### config.mk
export PLATFORM = sky130hd
export DESIGN_NAME = timer_control
export DESIGN_NICKNAME = d
export VERILOG_FILES = /design/src/rtl/timer_control_pkg.sv /design/src/rtl/timer_control_bcd_countdown.sv /design/src/rtl/timer_control.sv
export SDC_FILE = /design/constraint.sdc
export NUM_CORES = 1
export LEC_CHECK = 0
export CORE_MARGIN = 2
export CORE_UTILIZATION = 45
export CTS_CLUSTER_SIZE = 20
export DETAILED_ROUTE_END_ITERATION = 6
export PLACE_DENSITY = 0.71
export REMOVE_ABC_BUFFERS = 1
export SYNTH_ARGS = -nofsm -noshare
export SYNTH_HDL_FRONTEND = slang
export SYNTH_SLANG_ARGS = --single-unit
### constraint.sdc
create_clock -name clk -period 2.07 [get_ports clk]
set_input_delay 0.414 -clock clk [delete_from_list [all_inputs] [get_ports clk]]
set_output_delay 0.414 -clock clk [all_outputs]
set_load 0.02 [all_outputs]
### src/rtl/timer_control_pkg.sv
// ---------------------------------------------------------------------------
// timer_control_pkg
// Shared definitions for the microwave cook timer: controller state encoding,
// BCD digit limits and a small digit-validity helper.
// ---------------------------------------------------------------------------
package timer_control_pkg;

    typedef enum logic [2:0] {
        ST_IDLE    = 3'd0,
        ST_PROGRAM = 3'd1,
        ST_COOKING = 3'd2,
        ST_PAUSED  = 3'd3,
        ST_DONE    = 3'd4
    } state_t;

    localparam logic [3:0] DIGIT_MAX    = 4'd9;
    localparam logic [3:0] SEC_T_RELOAD = 4'd5;

    // A keypad code is a usable BCD digit only in the range 0..DIGIT_MAX.
    function automatic logic digit_legal(input logic [3:0] d);
        return (d <= DIGIT_MAX);
    endfunction

endpackage

### src/rtl/timer_control_bcd_countdown.sv
// ---------------------------------------------------------------------------
// bcd_countdown
// Three-digit BCD time register (m:ts:us) with shift-in loading, clear and
// a one-second decrement with borrow.
//
// Ports
//   clk, rst_n   : clock, asynchronous active-low reset
//   clr          : clear all digits to 0:00
//   load         : shift digit in at the units position
//   load_clear   : with load, clear the old digits before shifting in
//   digit        : BCD digit to shift in (caller guarantees 0..9)
//   dec          : decrement by one second
//   min, sec_t, sec_on : current digits
//   zero         : time is 0:00
//   last         : time is 0:01 (the next decrement reaches 0:00)
// Priority when several commands coincide: clr > load > dec.
// ---------------------------------------------------------------------------
module bcd_countdown
    import timer_control_pkg::*;
(
    input  logic       clk,
    input  logic       rst_n,
    input  logic       clr,
    input  logic       load,
    input  logic       load_clear,
    input  logic [3:0] digit,
    input  logic       dec,
    output logic [3:0] min,
    output logic [3:0] sec_t,
    output logic [3:0] sec_on,
    output logic       zero,
    output logic       last
);

    logic [3:0] min_r, sec_t_r, sec_on_r;
    logic [3:0] min_s, sec_t_s, sec_on_s;

    assign zero = (min_r == 4'd0) && (sec_t_r == 4'd0) && (sec_on_r == 4'd0);
    assign last = (min_r == 4'd0) && (sec_t_r == 4'd0) && (sec_on_r == 4'd1);

    // Next-digit selection: clear, shift-in load, or borrow-chain decrement.
    always_comb begin
        min_s    = min_r;
        sec_t_s  = sec_t_r;
        sec_on_s = sec_on_r;
        if (clr) begin
            min_s    = 4'd0;
            sec_t_s  = 4'd0;
            sec_on_s = 4'd0;
        end else if (load) begin
            if (load_clear) begin
                min_s   = 4'd0;
                sec_t_s = 4'd0;
            end else begin
                min_s   = sec_t_r;
                sec_t_s = sec_on_r;
            end
            sec_on_s = digit;
        end else if (dec) begin
            // 0:00 holds so a stray decrement can never wrap a digit past 9.
            if (sec_on_r != 4'd0) begin
                sec_on_s = sec_on_r - 4'd1;
            end else if (sec_t_r != 4'd0) begin
                sec_t_s  = sec_t_r - 4'd1;
                sec_on_s = DIGIT_MAX;
            end else if (min_r != 4'd0) begin
                min_s    = min_r - 4'd1;
                sec_t_s  = SEC_T_RELOAD;
                sec_on_s = DIGIT_MAX;
            end else begin
                min_s    = 4'd0;
                sec_t_s  = 4'd0;
                sec_on_s = 4'd0;
            end
        end else begin
            min_s    = min_r;
            sec_t_s  = sec_t_r;
            sec_on_s = sec_on_r;
        end
    end

    // Digit register file.
    always_ff @(posedge clk or negedge rst_n) begin
        if (!rst_n) begin
            min_r    <= 4'd0;
            sec_t_r  <= 4'd0;
            sec_on_r <= 4'd0;
        end else begin
            min_r    <= min_s;
            sec_t_r  <= sec_t_s;
            sec_on_r <= sec_on_s;
        end
    end

    assign min    = min_r;
    assign sec_t  = sec_t_r;
    assign sec_on = sec_on_r;

endmodule

### src/rtl/timer_control.sv
// ---------------------------------------------------------------------------
// timer_control
// Microwave cook-timer controller: keypad entry of m:ss, start/pause/clear,
// door interlock and a 1 Hz countdown driving the magnetron enable.
//
// Ports
//   clk, rst_n   : clock, asynchronous active-low reset
//   tick_1hz     : one-cycle pulse per second
//   key_valid    : one-cycle pulse qualifying key_digit
//   key_digit    : BCD key code, codes above 9 are ignored
//   start        : start / resume pulse
//   stop_clear   : pause (while cooking) or clear (otherwise) pulse
//   door_closed  : level, 1 = door closed
//   min, sec_t, sec_on : displayed digits (registered)
//   mag_on       : magnetron enable, high only while cooking (registered)
//   done         : high while the finished state is held (registered)
// Per-cycle priority: stop_clear > door open > start > tick > key.
// ---------------------------------------------------------------------------
module timer_control
    import timer_control_pkg::*;
(
    input  logic       clk,
    input  logic       rst_n,
    input  logic       tick_1hz,
    input  logic       key_valid,
    input  logic [3:0] key_digit,
    input  logic       start,
    input  logic       stop_clear,
    input  logic       door_closed,
    output logic [3:0] min,
    output logic [3:0] sec_t,
    output logic [3:0] sec_on,
    output logic       mag_on,
    output logic       done
);

    state_t state_r, state_s;
    logic   clr_s, load_s, load_clear_s, dec_s;
    logic   zero_s, last_s;
    logic   key_ok_s, can_start_s;
    logic   mag_on_r, done_r;

    assign key_ok_s    = key_valid && digit_legal(key_digit);
    assign can_start_s = start && door_closed && !zero_s;

    bcd_countdown u_count (
        .clk        (clk),
        .rst_n      (rst_n),
        .clr        (clr_s),
        .load       (load_s),
        .load_clear (load_clear_s),
        .digit      (key_digit),
        .dec        (dec_s),
        .min        (min),
        .sec_t      (sec_t),
        .sec_on     (sec_on),
        .zero       (zero_s),
        .last       (last_s)
    );

    // Next-state and digit-command decode, highest-priority event first.
    always_comb begin
        state_s      = state_r;
        clr_s        = 1'b0;
        load_s       = 1'b0;
        load_clear_s = 1'b0;
        dec_s        = 1'b0;
        case (state_r)
            ST_IDLE: begin
                // stop_clear owns the cycle here even though it does nothing.
                if (stop_clear) begin
                    state_s = ST_IDLE;
                end else if (key_ok_s) begin
                    load_s  = 1'b1;
                    state_s = ST_PROGRAM;
                end else begin
                    state_s = ST_IDLE;
                end
            end
            ST_PROGRAM: begin
                if (stop_clear) begin
                    clr_s   = 1'b1;
                    state_s = ST_IDLE;
                end else if (can_start_s) begin
                    state_s = ST_COOKING;
                end else if (key_ok_s) begin
                    load_s  = 1'b1;
                    state_s = ST_PROGRAM;
                end else begin
                    state_s = ST_PROGRAM;
                end
            end
            ST_COOKING: begin
                if (stop_clear || !door_closed) begin
                    state_s = ST_PAUSED;
                end else if (tick_1hz) begin
                    dec_s   = 1'b1;
                    state_s = last_s ? ST_DONE : ST_COOKING;
                end else begin
                    state_s = ST_COOKING;
                end
            end
            ST_PAUSED: begin
                // A tick coinciding with resume is dropped: no decrement here.
                if (stop_clear) begin
                    clr_s   = 1'b1;
                    state_s = ST_IDLE;
                end else if (can_start_s) begin
                    state_s = ST_COOKING;
                end else begin
                    state_s = ST_PAUSED;
                end
            end
            ST_DONE: begin
                if (stop_clear) begin
                    clr_s   = 1'b1;
                    state_s = ST_IDLE;
                end else if (key_ok_s) begin
                    load_s       = 1'b1;
                    load_clear_s = 1'b1;
                    state_s      = ST_PROGRAM;
                end else begin
                    state_s = ST_DONE;
                end
            end
            default: begin
                clr_s   = 1'b1;
                state_s = ST_IDLE;
            end
        endcase
    end

    // State register and registered status outputs (decoded from next state
    // so they change on the same edge as the state).
    always_ff @(posedge clk or negedge rst_n) begin
        if (!rst_n) begin
            state_r  <= ST_IDLE;
            mag_on_r <= 1'b0;
            done_r   <= 1'b0;
        end else begin
            state_r  <= state_s;
            mag_on_r <= (state_s == ST_COOKING);
            done_r   <= (state_s == ST_DONE);
        end
    end

    assign mag_on = mag_on_r;
    assign done   = done_r;

endmodule
# == Yosys cells after proc, flatten, opt, wreduce, memory -nomap -nowiden ==
# Index checks and enable logic that the tools add are counted.
# Widths: inputs -> output; s select.
# word_totals
regBits,17
out_inout_bits,14
# op_classes
n_addsub,3
order_cmp,1
n_eq_ne,9
n_mux,43
reduce_logical,22
# op_table
cell,count
$mux 4,19
$mux 3,6
$pmux 3 s5,1
$logic_not 4->1,3
$mux 1,12
$reduce_bool 4->1,3
$sub 4x1->4 const B,3
$eq 3x2->1 const B,3
$eq 3x3->1 const B,2
$logic_and 1x1->1,6
$mux 2,3
$ne 3x3->1 const B,2
$eq 4x1->1 const B,1
$le 4x4->1 const B,1
$pmux 1 s2,2
$reduce_or 2->1,2
$eq 3x1->1 const B,1
$logic_not 3->1,1
$reduce_and 3->1,1
$reduce_bool 3->1,1
$reduce_or 3->1,1
$logic_not 1->1,2
$reduce_and 2->1,1
$logic_or 1x1->1,1

# == Longest topological paths before layout ==
# logic_depth
depth_word,10
depth_mapped,8
ltp_nobuf,7

# == Cells and area by module ==
# A second synthesis with hierarchy kept.
# unflattened
cells_unflattened,136
area_unflattened_um2,1208.7
# by_module_without_submodules
mod,n_inst,cells_each,area_per_inst_um2
bcd_countdown,1,97,849.6
timer_control,1,39,359.1

# == Worst setup path after synthesis ==
# No wires, ideal clock.
# synth_timing
kind,reg-to-reg
startpoint,"register u_count.sec_t_r[0], in the netlist u_count.sec_t[0]"
endpoint,"register u_count.min_r[3], in the netlist u_count.min[3]"
arrival_ps,2003
required_time_ps,1950
path_slack_ps,-53
path_stages_with_launch,8
path_cell_list,dfrtp_1 -> inv_1 -> ha_1 -> nor3b_2 -> nand4_2 -> nor4_2 -> mux2_1 -> a31o_1
# synth_via
elab_chain_len,10
elab_cells_between_ends,15
classes_between,2 x eq/ne; 5 x mux; 8 x reduce/logical
# synth_rtl
element,line,rtl
start: declaration,timer_control_bcd_countdown.sv:35,"logic [3:0] min_r, sec_t_r, sec_on_r;"
start signal: assignment,timer_control_bcd_countdown.sv:90,sec_t_r <= sec_t_s;
$logic_not 4->1,timer_control_bcd_countdown.sv:38,assign zero = (min_r == 4'd0) && (sec_t_r == 4'd0) && (sec_on_r == 4'd0);
$logic_and 1x1->1 (2 in a row),timer_control_bcd_countdown.sv:38,
$logic_not 1->1,timer_control.sv:44,assign can_start_s = start && door_closed && !zero_s;
$logic_and 1x1->1,timer_control.sv:44,
$mux 1,timer_control.sv:84,end else if (can_start_s) begin
$mux 1,timer_control.sv:81,if (stop_clear) begin
$pmux 1 s2,timer_control.sv:68,case (state_r)
$ne 3x3->1 (no source line) (tied with other cells),--,
$reduce_and 3->1 (no source line) or $mux 4 (tied branches),--,
end signal: assignment,timer_control_bcd_countdown.sv:89,min_r <= min_s;
end: declaration,timer_control_bcd_countdown.sv:35,
# Parallel ways exist; a longest one is shown, timed or not.
# A chain may end at the register's enable or synchronous reset.

# == Final worst setup path ==
# layout_timing
startpoint,"register u_count.min_r[1], in the netlist u_count.min[1]"
endpoint,"register mag_on_r, in the netlist mag_on"
# layout_via
elab_chain_len,9
elab_cells_between_ends,15
classes_between,1 x eq/ne; 8 x mux; 6 x reduce/logical
# layout_rtl
element,line,rtl
$logic_not 4->1 (*),"timer_control_bcd_countdown.sv:38, timer_control_bcd_countdown.sv:39",
$logic_and 1x1->1 (*),"timer_control_bcd_countdown.sv:38, timer_control_bcd_countdown.sv:39",
$logic_and 1x1->1,timer_control_bcd_countdown.sv:38,
$logic_not 1->1,timer_control.sv:44,
$logic_and 1x1->1,timer_control.sv:44,
$mux 2,timer_control.sv:84,
$mux 2,timer_control.sv:81,
$pmux 3 s5 (*),timer_control.sv:68,
named net state_s[1],timer_control.sv:37,"state_t state_r, state_s;"
$eq 3x2->1 (*),timer_control.sv:142,mag_on_r <= (state_s == ST_COOKING);
end signal: assignment,timer_control.sv:142,
end: declaration,timer_control.sv:41,"logic mag_on_r, done_r;"
# Mark *: on every way through the listed nets, which the timed path passes. The rest lies on a longest branch.

==> run metrics <==
status completed; Post-synth EDFFs 0; most frequent cells after synthesis 17 x dfrtp_1, 10 x nor2_1, 9 x a21oi_1; post-CTS setup buffers 0; DR vias/cell 5.759; final instance area approximately 1600 um^2; Top delay family on crit path simple AND/OR/NAND/NOR gates; Starting Density around 47%; PD cells roughly 1400 nW/um^2; Seq/Total Area, Yosys between 30% and 40%; area of placed instances 1535 um^2; initial antenna violation count 0; Tmin final about 1.9 ns; Leak between 0.7 and 0.8 nW; crit end category flop; area share of the largest cell type after synthesis 36.68%; Placeable Area 2455 um^2; DRC violations left 0; average size of a mapped cell between 9 and 10 um^2; I/O Pins 25; total CTS buffers 3; area delta synth->final 35.17%; Die X ~55 um; grt total ovfl 0; placed wire-length estimate around 2100 um; CP startpoint u_count.min[1]; DRT iter0 DRCs 38; Rel. slew slack between 70 and 80%; setup violators final 0; crit-path max cell delay 0.44 ns; fill cell count between 200 and 250; global-route wire length before repair around 4700 um; share of layout cells above drive strength 1 approximately a fifth; Crit Path Category flop to flop; Yosys warning count 0; CTS Buffer Depth 2; synth unique cells 39; via count 1,123; Final Skew 0.001115 ns; post-synthesis register bit count 17; largest net degree at the start of global routing 18; maximum vdd drop roughly 890 uV; Final Hold Fails 0; Max Cap Viol 0; fmax 523.1 MHz; Post-Route WL between 2000 and 3000 um; Worst Hold Class input port to async pin; Die Ht about 55 um; CTS tree done; Multi-input gate area 673.1 um^2; ANT nets after route 0; Post-synth ARST share 100.0%; H-tree Lvls 1; wire length per cell after detailed routing about 14 um; Crit Path Max Fanout 7; ys flop type dfrtp_1; top-count cell post-synth dfrtp_1; Die Area about 3000 um^2; CTS sink count 17; Storage cell area roughly 430 um^2; vias in the first global route approximately 1,100; Tot GR Track Use a little over a fifth; Layout Nets 180; Req. time, crit path around 2.2 ns; synthesized area between 1000 and 1500 um^2; CP startpoint kind flop; top cells by area, synth dfrtp_1 37%, mux2i_1 4.3%, a21oi_1 3.9%, ha_1 3.2%, nor2_1 3.2%; CP bufs+invs 2; Fin Setup TNS 0 ns; part of the cycle the worst path needs 92.36%; Port Buffers 24; Reg clk slew, reported paths about 0.09 ns; RSZ-0062 raised after global routing false; Site Rows 18; # diodes 0; Worst-Skew Late Latency roughly 0.28 ns; RD Place Congestion 0.8266; critical path arrival between 2 and 2.5 ns; Slew Viols, Final 0; area leader, netlist dfrtp_1; worst reg2reg path startpoint u_count.min[1]; drt pass-1 iters 4; CP max-delay cell dfrtp_1; Gate Count Post-Synth roughly 130; Tightest Pin Transition about 0.42 ns; clock root cell clkbuf_4; crit path cell chain inv_1 > ha_1 > nor3b_2 > buf_4 > and4b_1 > and3_1 > o22ai_1 > nor2b_1
## cells in the final DEF (no fill, tap or decap), types with 3 or more instances in the layout
master / count
a21oi_1: 9
buf_4: 19
ha_1: 3
and3_1: 5
clkbuf_4: 3
o21ai_0: 5
nor2_1: 10
o22ai_1: 3
clkdlybuf4s50_1: 24
dfrtp_1: 17
a31oi_1: 4
a31o_1: 3
nor3_1: 4
inv_1: 6
mux2i_1: 5
nand2_1: 8
nor2b_1: 3
o21ai_1: 4
## stage by stage
stage               hold slack [ns]  power [W]  utilization (%)  cells  worst slack [ns]
floorplan                    0.1184   0.001324                -    118          -0.05301
global placement             0.5906   0.001895            62.54    191         -0.005566
detailed placement           0.5900   0.001918            62.54    191          -0.07084
CTS                          0.4398   0.002101            63.61    195            0.1295
global route                 0.4431   0.002288            63.86    195          0.002820
finish                       0.4387   0.002124            63.86    195            0.1581
## worst paths after layout
path / endpoint / slack [ns] / cells after the start
worst max-delay path: mag_on / 0.16 / 8
worst min-delay path: state_r[0] / 0.44 / 2
worst max register to register: mag_on / 0.16 / 8
worst min register to register: u_count.min[1] / 0.61 / 2
max in group asynchronous: u_count.sec_on[3] / 1.44 / 2
min in group clk: u_count.min[1] / 0.61 / 2
## sequential cells by signal (all words and copies together), names as in the netlist
register / flops
u_count.min: 4
u_count.sec_on: 4
u_count.sec_t: 4
state_r: 3
done: 1
mag_on: 1
## what timing repair did
action | 4_1_cts | 5_1_grt
hold buffers | 0 | 0
endpoints found under the setup margin | 0 | 1
resized for setup | 0 | 1
## cell type report
class                      count  share of cell area (%)
clock buffer                   4                   1.676
inverter                       6                   1.437
multi-input combinational     95                   42.94
sequential                    17                   27.13
tap                           30                   2.394
timing repair buffer          43                   24.42
## cells by family after synthesis
| family | synth area share (%) |
|---|---|
| mux | 6.257 |
| flops | 36.68 |
| buf+inv | 5.825 |
| fa+ha+maj | 3.237 |
| compound gates | 19.74 |
| simple gates | 28.26 |
## layer usage
layer	global-route usage (%)	vias to the layer above	wire [um]
met3	3.825	6	100
met4	9.167	0	34
met2	36.31	36	1407
met1	28.01	531	1254
li1	-	550	-
met5	0	-	0
## where the power goes
| part | leakage (nW) | internal [W] | switching, W | total [W] |
|---|---|---|---|---|
| Combinational | 0.473 | 0.000648 | 0.000692 | 0.00134 |
| Sequential | 0.225 | 0.000453 | 0.000157 | 0.000610 |
| Clock | 0.0150 | 0.0000748 | 0.0000987 | 0.000174 |
(Power assumes the default switching activity.)
